==> src/rtl/instr_fetch_unit.sv <==
// Instruction fetch front end: streams words from a combinational instruction memory into a 2-entry buffer.
// Latency 1 cycle from fetch edge to instr_o; stalls fetch when the buffer is full and ready_i is low.
module instr_fetch_unit #(
  parameter logic [31:0] RESET_PC        = 32'h0000_0000,
  parameter int unsigned INSTR_MEM_BYTES = 1024
) (
  input  logic        clk_i,
  input  logic        rst_i,
  output logic [31:0] pc_o,
  input  logic [31:0] instr_i,
  input  logic        redirect_i,
  input  logic [31:0] redirect_pc_i,
  input  logic        ready_i,
  output logic        valid_o,
  output logic [31:0] instr_o,
  output logic [31:0] instr_pc_o,
  output logic [1:0]  count_o,
  output logic        err_o,
  output logic        align_err_o
);

  localparam logic [31:0] LAST_PC = 32'(INSTR_MEM_BYTES - 4);

  logic [31:0] pc_q;
  logic [31:0] head_pc_q;
  logic [31:0] head_instr_q;
  logic [31:0] tail_pc_q;
  logic [31:0] tail_instr_q;
  logic [1:0]  count_q;
  logic        err_q;
  logic        align_err_q;

  logic pop;
  logic in_range;
  logic fetch;

  assign pop      = (count_q != 2'd0) && ready_i;
  assign in_range = (pc_q <= LAST_PC);
  assign fetch    = !redirect_i && !err_q && in_range && ((count_q != 2'd2) || pop);

  always_ff @(posedge clk_i or posedge rst_i) begin
    if (rst_i) begin
      pc_q         <= RESET_PC;
      head_pc_q    <= '0;
      head_instr_q <= '0;
      tail_pc_q    <= '0;
      tail_instr_q <= '0;
      count_q      <= 2'd0;
      err_q        <= 1'b0;
      align_err_q  <= 1'b0;
    end else if (redirect_i) begin
      // Redirect wins over everything, including a pop in the same cycle.
      count_q     <= 2'd0;
      pc_q        <= {redirect_pc_i[31:2], 2'b00};
      err_q       <= 1'b0;
      align_err_q <= |redirect_pc_i[1:0];
    end else begin
      align_err_q <= 1'b0;
      if (!err_q && !in_range) begin
        err_q <= 1'b1;
      end
      if (fetch) begin
        pc_q <= pc_q + 32'd4;
      end
      if (fetch && !pop) begin
        if (count_q == 2'd0) begin
          head_pc_q    <= pc_q;
          head_instr_q <= instr_i;
        end else begin
          tail_pc_q    <= pc_q;
          tail_instr_q <= instr_i;
        end
        count_q <= count_q + 2'd1;
      end else if (fetch && pop) begin
        // Push and pop together: occupancy unchanged, tail shifts into head.
        if (count_q == 2'd2) begin
          head_pc_q    <= tail_pc_q;
          head_instr_q <= tail_instr_q;
          tail_pc_q    <= pc_q;
          tail_instr_q <= instr_i;
        end else begin
          head_pc_q    <= pc_q;
          head_instr_q <= instr_i;
        end
      end else if (pop) begin
        head_pc_q    <= tail_pc_q;
        head_instr_q <= tail_instr_q;
        count_q      <= count_q - 2'd1;
      end
    end
  end

  assign pc_o        = pc_q;
  assign count_o     = count_q;
  assign valid_o     = (count_q != 2'd0);
  assign instr_o     = valid_o ? head_instr_q : 32'd0;
  assign instr_pc_o  = valid_o ? head_pc_q : 32'd0;
  assign err_o       = err_q;
  assign align_err_o = align_err_q;

endmodule

==> config.mk <==
export PLATFORM = sky130hd
export DESIGN_NAME = instr_fetch_unit
export DESIGN_NICKNAME = d
export VERILOG_FILES = /design/src/rtl/instr_fetch_unit.sv
export SDC_FILE = /design/constraint.sdc
export NUM_CORES = 1
export LEC_CHECK = 0
export ABC_AREA = 1
export CAP_MARGIN = 30
export CORE_ASPECT_RATIO = 1.2
export CORE_MARGIN = 5
export CORE_UTILIZATION = 55
export CTS_BUF_LIST = sky130_fd_sc_hd__clkbuf_2 sky130_fd_sc_hd__clkbuf_4 sky130_fd_sc_hd__clkbuf_8
export DETAILED_ROUTE_END_ITERATION = 7
export PLACE_DENSITY_LB_ADDON = 0.05
export SLEW_MARGIN = 5
export SYNTH_ARGS = -nofsm -noshare
export SYNTH_HDL_FRONTEND = slang
export SYNTH_SLANG_ARGS = --single-unit
export TNS_END_PERCENT = 100
==> constraint.sdc <==
create_clock -name clk_i -period 12.58 [get_ports clk_i]
set_input_delay 2.516 -clock clk_i [delete_from_list [all_inputs] [get_ports clk_i]]
set_output_delay 2.516 -clock clk_i [all_outputs]
set_load 0.05 [all_outputs]
==> reports/qor.yml, run 1 <==
synth.distinct_cells: 32
startpoint_type: "flip-flop"
post-cts-setup-buffers: 0
slew_headroom_pct: 45.2
port_buffers: 164
ys_ff_latch: 158
final_cell_mix: "nand2_1, inv_1, clkdlybuf4s50_1, dfrtp_1, nor2_1"
final_common_cell: "nand2_1"
skew_ns: 0.0126
start_util_pct: 56.5
drtAntennaViolNets: 0
tns_ns: 0
htreeDepth: 4
layout_min_cycle_time_ns: 5.24
cts_tree: "yes"
crit_chain: "nor2_4, buf_4, nor2_1, clkdlybuf4s50_1"
grt_pass1_vias: 6080
peakVddDrop_uv: 82.6
drive_gt1_share_pct: 15.8
via_count: 5996
grtUsageTotal_pct: 21.2
fin_cells: 1246
die_h_um: 141
clkLatencyLatePin_ns: 0.46
n_antenna_cell: 0
seq_area_frac_synth_pct: 50.4
antenna_found_initial: 0
yosys_warnings: 0
setup_viol: 0
setup_slack_ns: 7.34
cp_slowest_cell: "clkdlybuf4s50_1"
worst_pin_slew_ns: 0.822
drt-wirelength-per-cell_um: 13.6
place_ws_ns: 7.36
synth_edf_count: 0
leakage_nw: 4.69
drt_iter0_markers: 410
arrival_ns: 2.73
utilization_pct: 71.8
nNetsFinal: 1131
rows: 47
first_pass_iters: 5
hpwl_um: 11400
die_w_um: 119
io-pin-count: 169
grt_overflow: 0
clock_path_buffers: 2
async_flop_share_pct: 100
post-route-period-util_pct: 41.7
core_area_sq_um: 13900
worst-endpoint-required_ns: 10.06
dpl.cell_count: 1214
cp_slowest_stage_delay_ns: 0.73
root_buffer: "clkbuf_8"
cap_violations: 0
p_total_mw: 1.16
num-fill-cells: 1111
max_freq_mhz: 191
synth_ff_type: "dfrtp_1"
synth_area_sq_um: 7850
grt_max_degree: 79
area_growth_pct: 27.0
hold_violations: 0
post_cts_resized: 0
min_path_type: "reg -> reg"
drt-total-wl_um: 17000
viasPerCell: 4.81
critical_path_class: "reg -> out"
syn-mean-instance-area_sq_um: 8.55
numCtsBuffers: 17
end_kind: "primary output"
grt_pass1_wl_um: 29200
postSynthCellCount: 918
power.density_nw_per_um2: 116
rsz0062_at_grt: "no"
report.final.slew_viol_count: 0
postCtsHoldBufs: 0
cts.clk_slew.worst_paths_ns: 0.09
gp_congestion: 0.768
clock_sinks: 158
drc: 0
die_area_sq_um: 16800
outcome: "finished clean"
cp_max_fo: 51
## sequential cells by signal (all words and copies together) (netlist names)
signal and cells:
head_instr_q 32, tail_instr_q 32, head_pc_q 30, pc_o 30
tail_pc_q 30, count_o 2, align_err_o 1, err_o 1
## worst max-delay path: cells and delay by family (launching register included)
family / cells / cell delay [ns]
flops: 1 / 0.51
simple gates: 2 / 0.47
buf+inv: 2 / 1.28
## metal layers
| layer | vias to the layer above | wire (um) | GRT usage (%) |
|---|---|---|---|
| met2 | 139 | 8390 | 34.9 |
| met1 | 2791 | 7310 | 27.1 |
| met4 | 0 | 242 | 7.63 |
| li1 | 3048 | - | - |
| met5 | - | 0 | 0 |
| met3 | 18 | 1050 | 5.69 |
## cell usage after synthesis (4+ instances only)
| cell type | count | area (sq um) |
|---|---|---|
| o211ai_1 | 6 | 45.0 |
| inv_1 | 190 | 713 |
| clkbuf_1 | 12 | 45.0 |
| o21ai_1 | 43 | 215 |
| o21ai_0 | 25 | 125 |
| nand2_1 | 200 | 751 |
| dfrtp_1 | 158 | 3950 |
| buf_12 | 5 | 100 |
| xor2_1 | 6 | 52.6 |
| buf_4 | 4 | 30.0 |
| nand3_1 | 10 | 50.1 |
| o21ai_2 | 58 | 508 |
| buf_1 | 6 | 22.5 |
| buf_6 | 4 | 45.0 |
| buf_2 | 20 | 100 |
| nor2_1 | 93 | 349 |
| nand3_2 | 58 | 581 |
## metrics by stage
stage	hold WS (ns)	instance area, sq um
finish	0.472	9970
global route	0.512	9970
CTS	0.476	9970
detailed placement	0.453	9520
global placement	0.450	9420
floorplan	0.437	7860
## where the power goes
part	internal [mW]	leakage, nW	switching (mW)
clock	0.224	0.208	0.191
combinational	0.0657	2.33	0.140
sequential	0.523	2.14	0.0133
## cell type report
class / count / area, sq um / share of cell area, %
multi-input cells: 518 / 2830 / 28.4
flip-flops and latches: 158 / 3950 / 39.7
repair buffers: 175 / 1800 / 18.0
clock buffers: 19 / 255 / 2.56
inverters: 192 / 726 / 7.28
well taps: 171 / 214 / 2.15
clock inverters: 13 / 189 / 1.90
## worst paths after layout
path / end / startpoint / slack (ns) / depth (start not counted)
worst max-delay path: instr_pc_o[8] / count_o[0] / 7.34 / 4
worst min-delay path: tail_pc_q[27] / tail_pc_q[27] / 0.47 / 2
worst max register to register: head_pc_q[28] / count_o[0] / 9.01 / 9
max in group asynchronous: count_o[1] / rst_i / 8.91 / 4
worst min register to register: tail_pc_q[27] / tail_pc_q[27] / 0.47 / 2
min in group asynchronous: head_instr_q[30] / rst_i / 2.55 / 2
## cells by family (layout without fill, tap and decap cells)
family,after synthesis,after routing,synth area share [%]
and+or+nand+nor,369,369,22.8
AOI/OAI and AO/OA,137,137,11.9
DFF,158,158,50.4
other,1,4,0.0478
xor gates and xnor gates,7,7,0.781
buffers and inverters,245,399,13.9
adders and majority gates,1,1,0.159
No activity file was read; power rests on OpenSTA's default activity.
==> run 2, diff against run 1 <==
CORE_UTILIZATION = 53   (was 55)
clock period = 5.15 ns   (was 12.58 ns; I/O delays follow)
==> reports/qor.yml, run 2 (synthesis results as in run 1) <==
swShare_pct: 29.6
worst_pin_slew_ns: 0.909
numCtsBuffers: 17
die_area_sq_um: 17400
die_w_um: 121
fin_cells: 1274
post_cts_resized: 0
rows: 48
slew_headroom_pct: 39.4
place_ws_ns: 1.75
multi_input_area_sq_um: 2830
viasPerCell: 4.72
hold_violations: 0
min_path_type: "reg -> reg"
nNetsFinal: 1130
clock_sinks: 158
worstHoldStart: "tail_pc_q[26]"
worst-endpoint-required_ns: 4.12
power_frac_seq_pct: 47.4
antenna_found_initial: 1
drtAntennaViolNets: 0
final_cell_mix: "nand2_1, inv_1, clkdlybuf4s50_1, dfrtp_1, nor2_1"
drive_gt1_share_pct: 15.7
cts.clk_slew.worst_paths_ns: 0.08
grtUsageTotal_pct: 20.6
setup_viol: 0
dpl.cell_count: 1241
report.final.slew_viol_count: 0
peakVddDrop_uv: 195
drt_iter0_markers: 312
rsz0062_at_grt: "no"
hpwl_um: 10900
layout_min_cycle_time_ns: 3.68
holdPathEnd: "tail_pc_q[26]"
rr_startpoint: "count_o[0]"
cap_violations: 0
clkLatencyLatePin_ns: 0.44
startpoint_type: "flip-flop"
start_util_pct: 54.2
io-pin-count: 169
rrSetupSlack_ns: 2.47
cp_max_fo: 65
area_growth_pct: 26.9
grt_overflow: 0
first_pass_iters: 4
reg2regPathDepth: 7
clock_path_buffers: 2
p_int_mw: 1.94
arrival_ns: 2.65
end_kind: "primary output"
regArea_sq_um: 3950
critical_path_class: "reg -> out"
leakage_nw: 4.67
via_count: 6014
root_buffer: "clkbuf_8"
hold_path_depth: 2
drt-total-wl_um: 16900
clock_power_share_pct: 34.4
power.density_nw_per_um2: 277
switching_power_mw: 0.818
port_buffers: 164
core_area_sq_um: 14500
final_common_cell: "nand2_1"
num-fill-cells: 1222
setup_slack_ns: 1.47
gp_congestion: 0.845
grt_pass1_wl_um: 28900
regToRegEndpoint: "head_instr_q[26]"
max_freq_mhz: 272
die_h_um: 143
whs_ns: 0.474
outcome: "finished clean"
skew_ns: 0.0105
tns_ns: 0
post-route-period-util_pct: 71.4
grt_max_degree: 156
top_regs: "head_instr_q: 32 flops, tail_instr_q: 32 flops"
p_total_mw: 2.76
drc: 0
post-cts-setup-buffers: 0
htreeDepth: 4
cts_tree: "yes"
grt_pass1_vias: 6019
combinationalPowerShare_pct: 18.1
drt-wirelength-per-cell_um: 13.2
postCtsHoldBufs: 0
[run 2: critical path: stages, from the launching register on]
cell	delay (ns)
dfrtp_1	0.50
nor2_4	0.14
buf_4	0.59
inv_1	0.19
clkdlybuf4s50_1	0.77
[run 2: final cells by class]
| cell class | count | area share [%] |
|---|---|---|
| flip-flops and latches | 158 | 39.7 |
| inverters | 192 | 7.27 |
| multi-input cells | 518 | 28.4 |
| diodes | 1 | 0.0251 |
| repair buffers | 174 | 18.0 |
| clock buffers | 21 | 2.71 |
| well taps | 200 | 2.51 |
| clock inverters | 10 | 1.38 |
[run 2: worst max path at each step]
stage / to / start / cells past startpoint
after global placement: tail_instr_q[10] / redirect_i / 8
after CTS: valid_o / count_o[0] / 4
final: valid_o / count_o[0] / 4
after detailed placement: tail_instr_q[26] / redirect_i / 9
after floorplan: align_err_o / rst_i / 1
after global routing: valid_o / count_o[0] / 4
[run 2: routing by layer]
| layer | global-route usage, % | share of wire [%] |
|---|---|---|
| met1 | 26.9 | 44 |
| met2 | 33.5 | 48 |
| met3 | 5.43 | 5.9 |
| met4 | 7.22 | 1.9 |
| met5 | 0 | 0 |
[run 2: stage by stage]
| step | util (%) | cell area (sq um) |
|---|---|---|
| final | 68.8 | 9960 |
| after global routing | 68.8 | 9960 |
| after CTS | 68.6 | 9930 |
| after detailed placement | 65.8 | 9520 |
| after global placement | 65.4 | 9470 |
| after floorplan | - | 7860 |
[run 2: power by group through the flow]
| stage | Clock [mW] | Combinational, mW | Sequential (mW) |
|---|---|---|---|
| floorplan | 0 | 0.257 | 1.42 |
| global placement | 0 | 0.499 | 1.33 |
| detailed placement | 0 | 0.500 | 1.33 |
| CTS | 0.985 | 0.503 | 1.31 |
| global route | 1.03 | 0.544 | 1.32 |
| finish | 0.951 | 0.501 | 1.31 |
==> run 3, diff against run 2 <==
clock period = 3.4 ns   (was 5.15 ns; I/O delays follow)
==> reports/qor.yml, run 3 (synthesis results as in run 1) <==
htreeDepth: 4
worstHoldStart: "tail_pc_q[26]"
fin_cells: 1279
clock_sinks: 158
cp_top_family: "buffers and inverters"
cp_slowest_cell: "clkdlybuf4s50_1"
leakage_nw: 4.72
rows: 48
layout_min_cycle_time_ns: 2.92
postCtsHoldBufs: 0
drive_gt1_share_pct: 16.1
clock_path_buffers: 2
p_int_mw: 2.97
cp_slowest_stage_delay_ns: 0.83
tns_ns: 0
drt-wirelength-per-cell_um: 13.5
swShare_pct: 30.3
outcome: "finished clean"
place_ws_ns: 0.589
n_antenna_cell: 0
grt_pass1_wl_um: 29800
die_w_um: 121
clock_power_share_pct: 34.9
final_cell_mix: "nand2_1, inv_1, clkdlybuf4s50_1, dfrtp_1, nor2_1"
drc: 0
grtUsageMet3_pct: 4.96
path_buf_inv: 2
grt_max_degree: 79
port_buffers: 164
switching_power_mw: 1.29
top_regs: "head_instr_q: 32 flops, tail_instr_q: 32 flops"
cts.clk_slew.worst_paths_ns: 0.09
start_util_pct: 54.2
drt-total-wl_um: 17300
grtUsageMet2_pct: 35.0
rsz0062_at_grt: "no"
reg2regPathDepth: 8
whs_ns: 0.473
startpoint_type: "flip-flop"
hpwl_um: 11700
area_growth_pct: 28.3
report.final.slew_viol_count: 0
num-fill-cells: 1214
worst_pin_slew_ns: 0.647
power_frac_seq_pct: 46.5
crit_chain: "nor2_4, buf_12, nor2_1, clkdlybuf4s50_1"
slew_headroom_pct: 56.6
peakVddDrop_uv: 366
antenna_found_initial: 0
cts_tree: "yes"
post_cts_resized: 0
grt_pass1_vias: 6282
regToRegEndpoint: "head_pc_q[27]"
cap_violations: 0
die_area_sq_um: 17400
setup_viol: 0
worstSetupStartpoint: "count_o[0]"
grt_overflow: 0
numCtsBuffers: 17
gp_congestion: 0.838
max_freq_mhz: 343
combinationalPowerShare_pct: 18.6
die_h_um: 143
worst-endpoint-required_ns: 2.72
post-cts-setup-buffers: 0
hold_violations: 0
final_common_cell: "nand2_1"
via_count: 6082
critical_path_class: "reg -> out"
hold_path_depth: 2
root_buffer: "clkbuf_8"
viasPerCell: 4.76
setup_slack_ns: 0.483
core_area_sq_um: 14500
arrival_ns: 2.24
drtAntennaViolNets: 0
holdPathEnd: "tail_pc_q[26]"
io-pin-count: 169
end_kind: "primary output"
power.density_nw_per_um2: 423
met1_usage_pct: 28.2
utilization_pct: 69.6
grtUsageTotal_pct: 21.3
grt_most_used_layer: "met2"
min_path_type: "reg -> reg"
post-route-period-util_pct: 85.8
rrSetupSlack_ns: 1.22
drt_iter0_markers: 275
nNetsFinal: 1136
first_pass_iters: 4
rr_startpoint: "count_o[0]"
skew_ns: 0.00788
dpl.cell_count: 1248
cp_max_fo: 52
clkLatencyLatePin_ns: 0.44
[run 3: cell types whose count changed in the layout (fill, tap and decap cells not counted), moves of 2 or more]
cell | previous run | this run
buf_16 | 3 | 0
buf_12 | 1 | 10
clkinv_4 | 1 | 3
clkbuf_4 | 3 | 0
[run 3: tightest hold or removal path, delay by kind of cell (launching register included)]
| family | cells | cell delay [ns] |
|---|---|---|
| flip-flops | 1 | 0.35 |
| buffers and inverters | 1 | 0.04 |
| AND/OR/NAND/NOR | 1 | 0.05 |
[run 3: area by class of cell]
| type | instances | area (sq um) | share of cell area (%) |
|---|---|---|---|
| sequential | 158 | 3950 | 39.3 |
| clock inverter | 12 | 161 | 1.60 |
| inverter | 192 | 724 | 7.19 |
| timing repair buffer | 180 | 1890 | 18.7 |
| clock buffer | 19 | 262 | 2.60 |
| tap | 200 | 250 | 2.48 |
| multi-input combinational | 518 | 2830 | 28.1 |
[run 3: metrics by stage]
| step | power [mW] | instance area, sq um |
|---|---|---|
| floorplan | 2.54 | 7860 |
| global placement | 2.82 | 9650 |
| detailed placement | 2.82 | 9650 |
| CTS | 4.31 | 10100 |
| global route | 4.44 | 10100 |
| finish | 4.26 | 10100 |
[run 3: per-layer routing]
metal	vias up	share of wire, %	wire, um
li1	3061	-	-
met1	2871	45	7820
met5	-	0	0
met2	131	48	8290
met4	0	1.6	268
met3	19	5.2	891
[run 3: how the worst max path moves through the flow]
| stage | slack, ns | end | depth (start not counted) |
|---|---|---|---|
| after floorplan | 0.72 | align_err_o | 1 |
| after global placement | 0.68 | tail_pc_q[7] | 8 |
| after detailed placement | 0.59 | tail_pc_q[5] | 8 |
| after CTS | 0.43 | valid_o | 4 |
| after global routing | 0.35 | instr_pc_o[13] | 4 |
| final | 0.48 | instr_pc_o[13] | 4 |
[run 3: power groups by stage]
stage	Sequential [mW]	Clock (mW)	Combinational [mW]
after floorplan	2.15	0	0.389
after global placement	2.02	0	0.798
after detailed placement	2.02	0	0.801
after CTS	1.98	1.53	0.805
after global routing	1.99	1.59	0.858
final	1.98	1.49	0.791
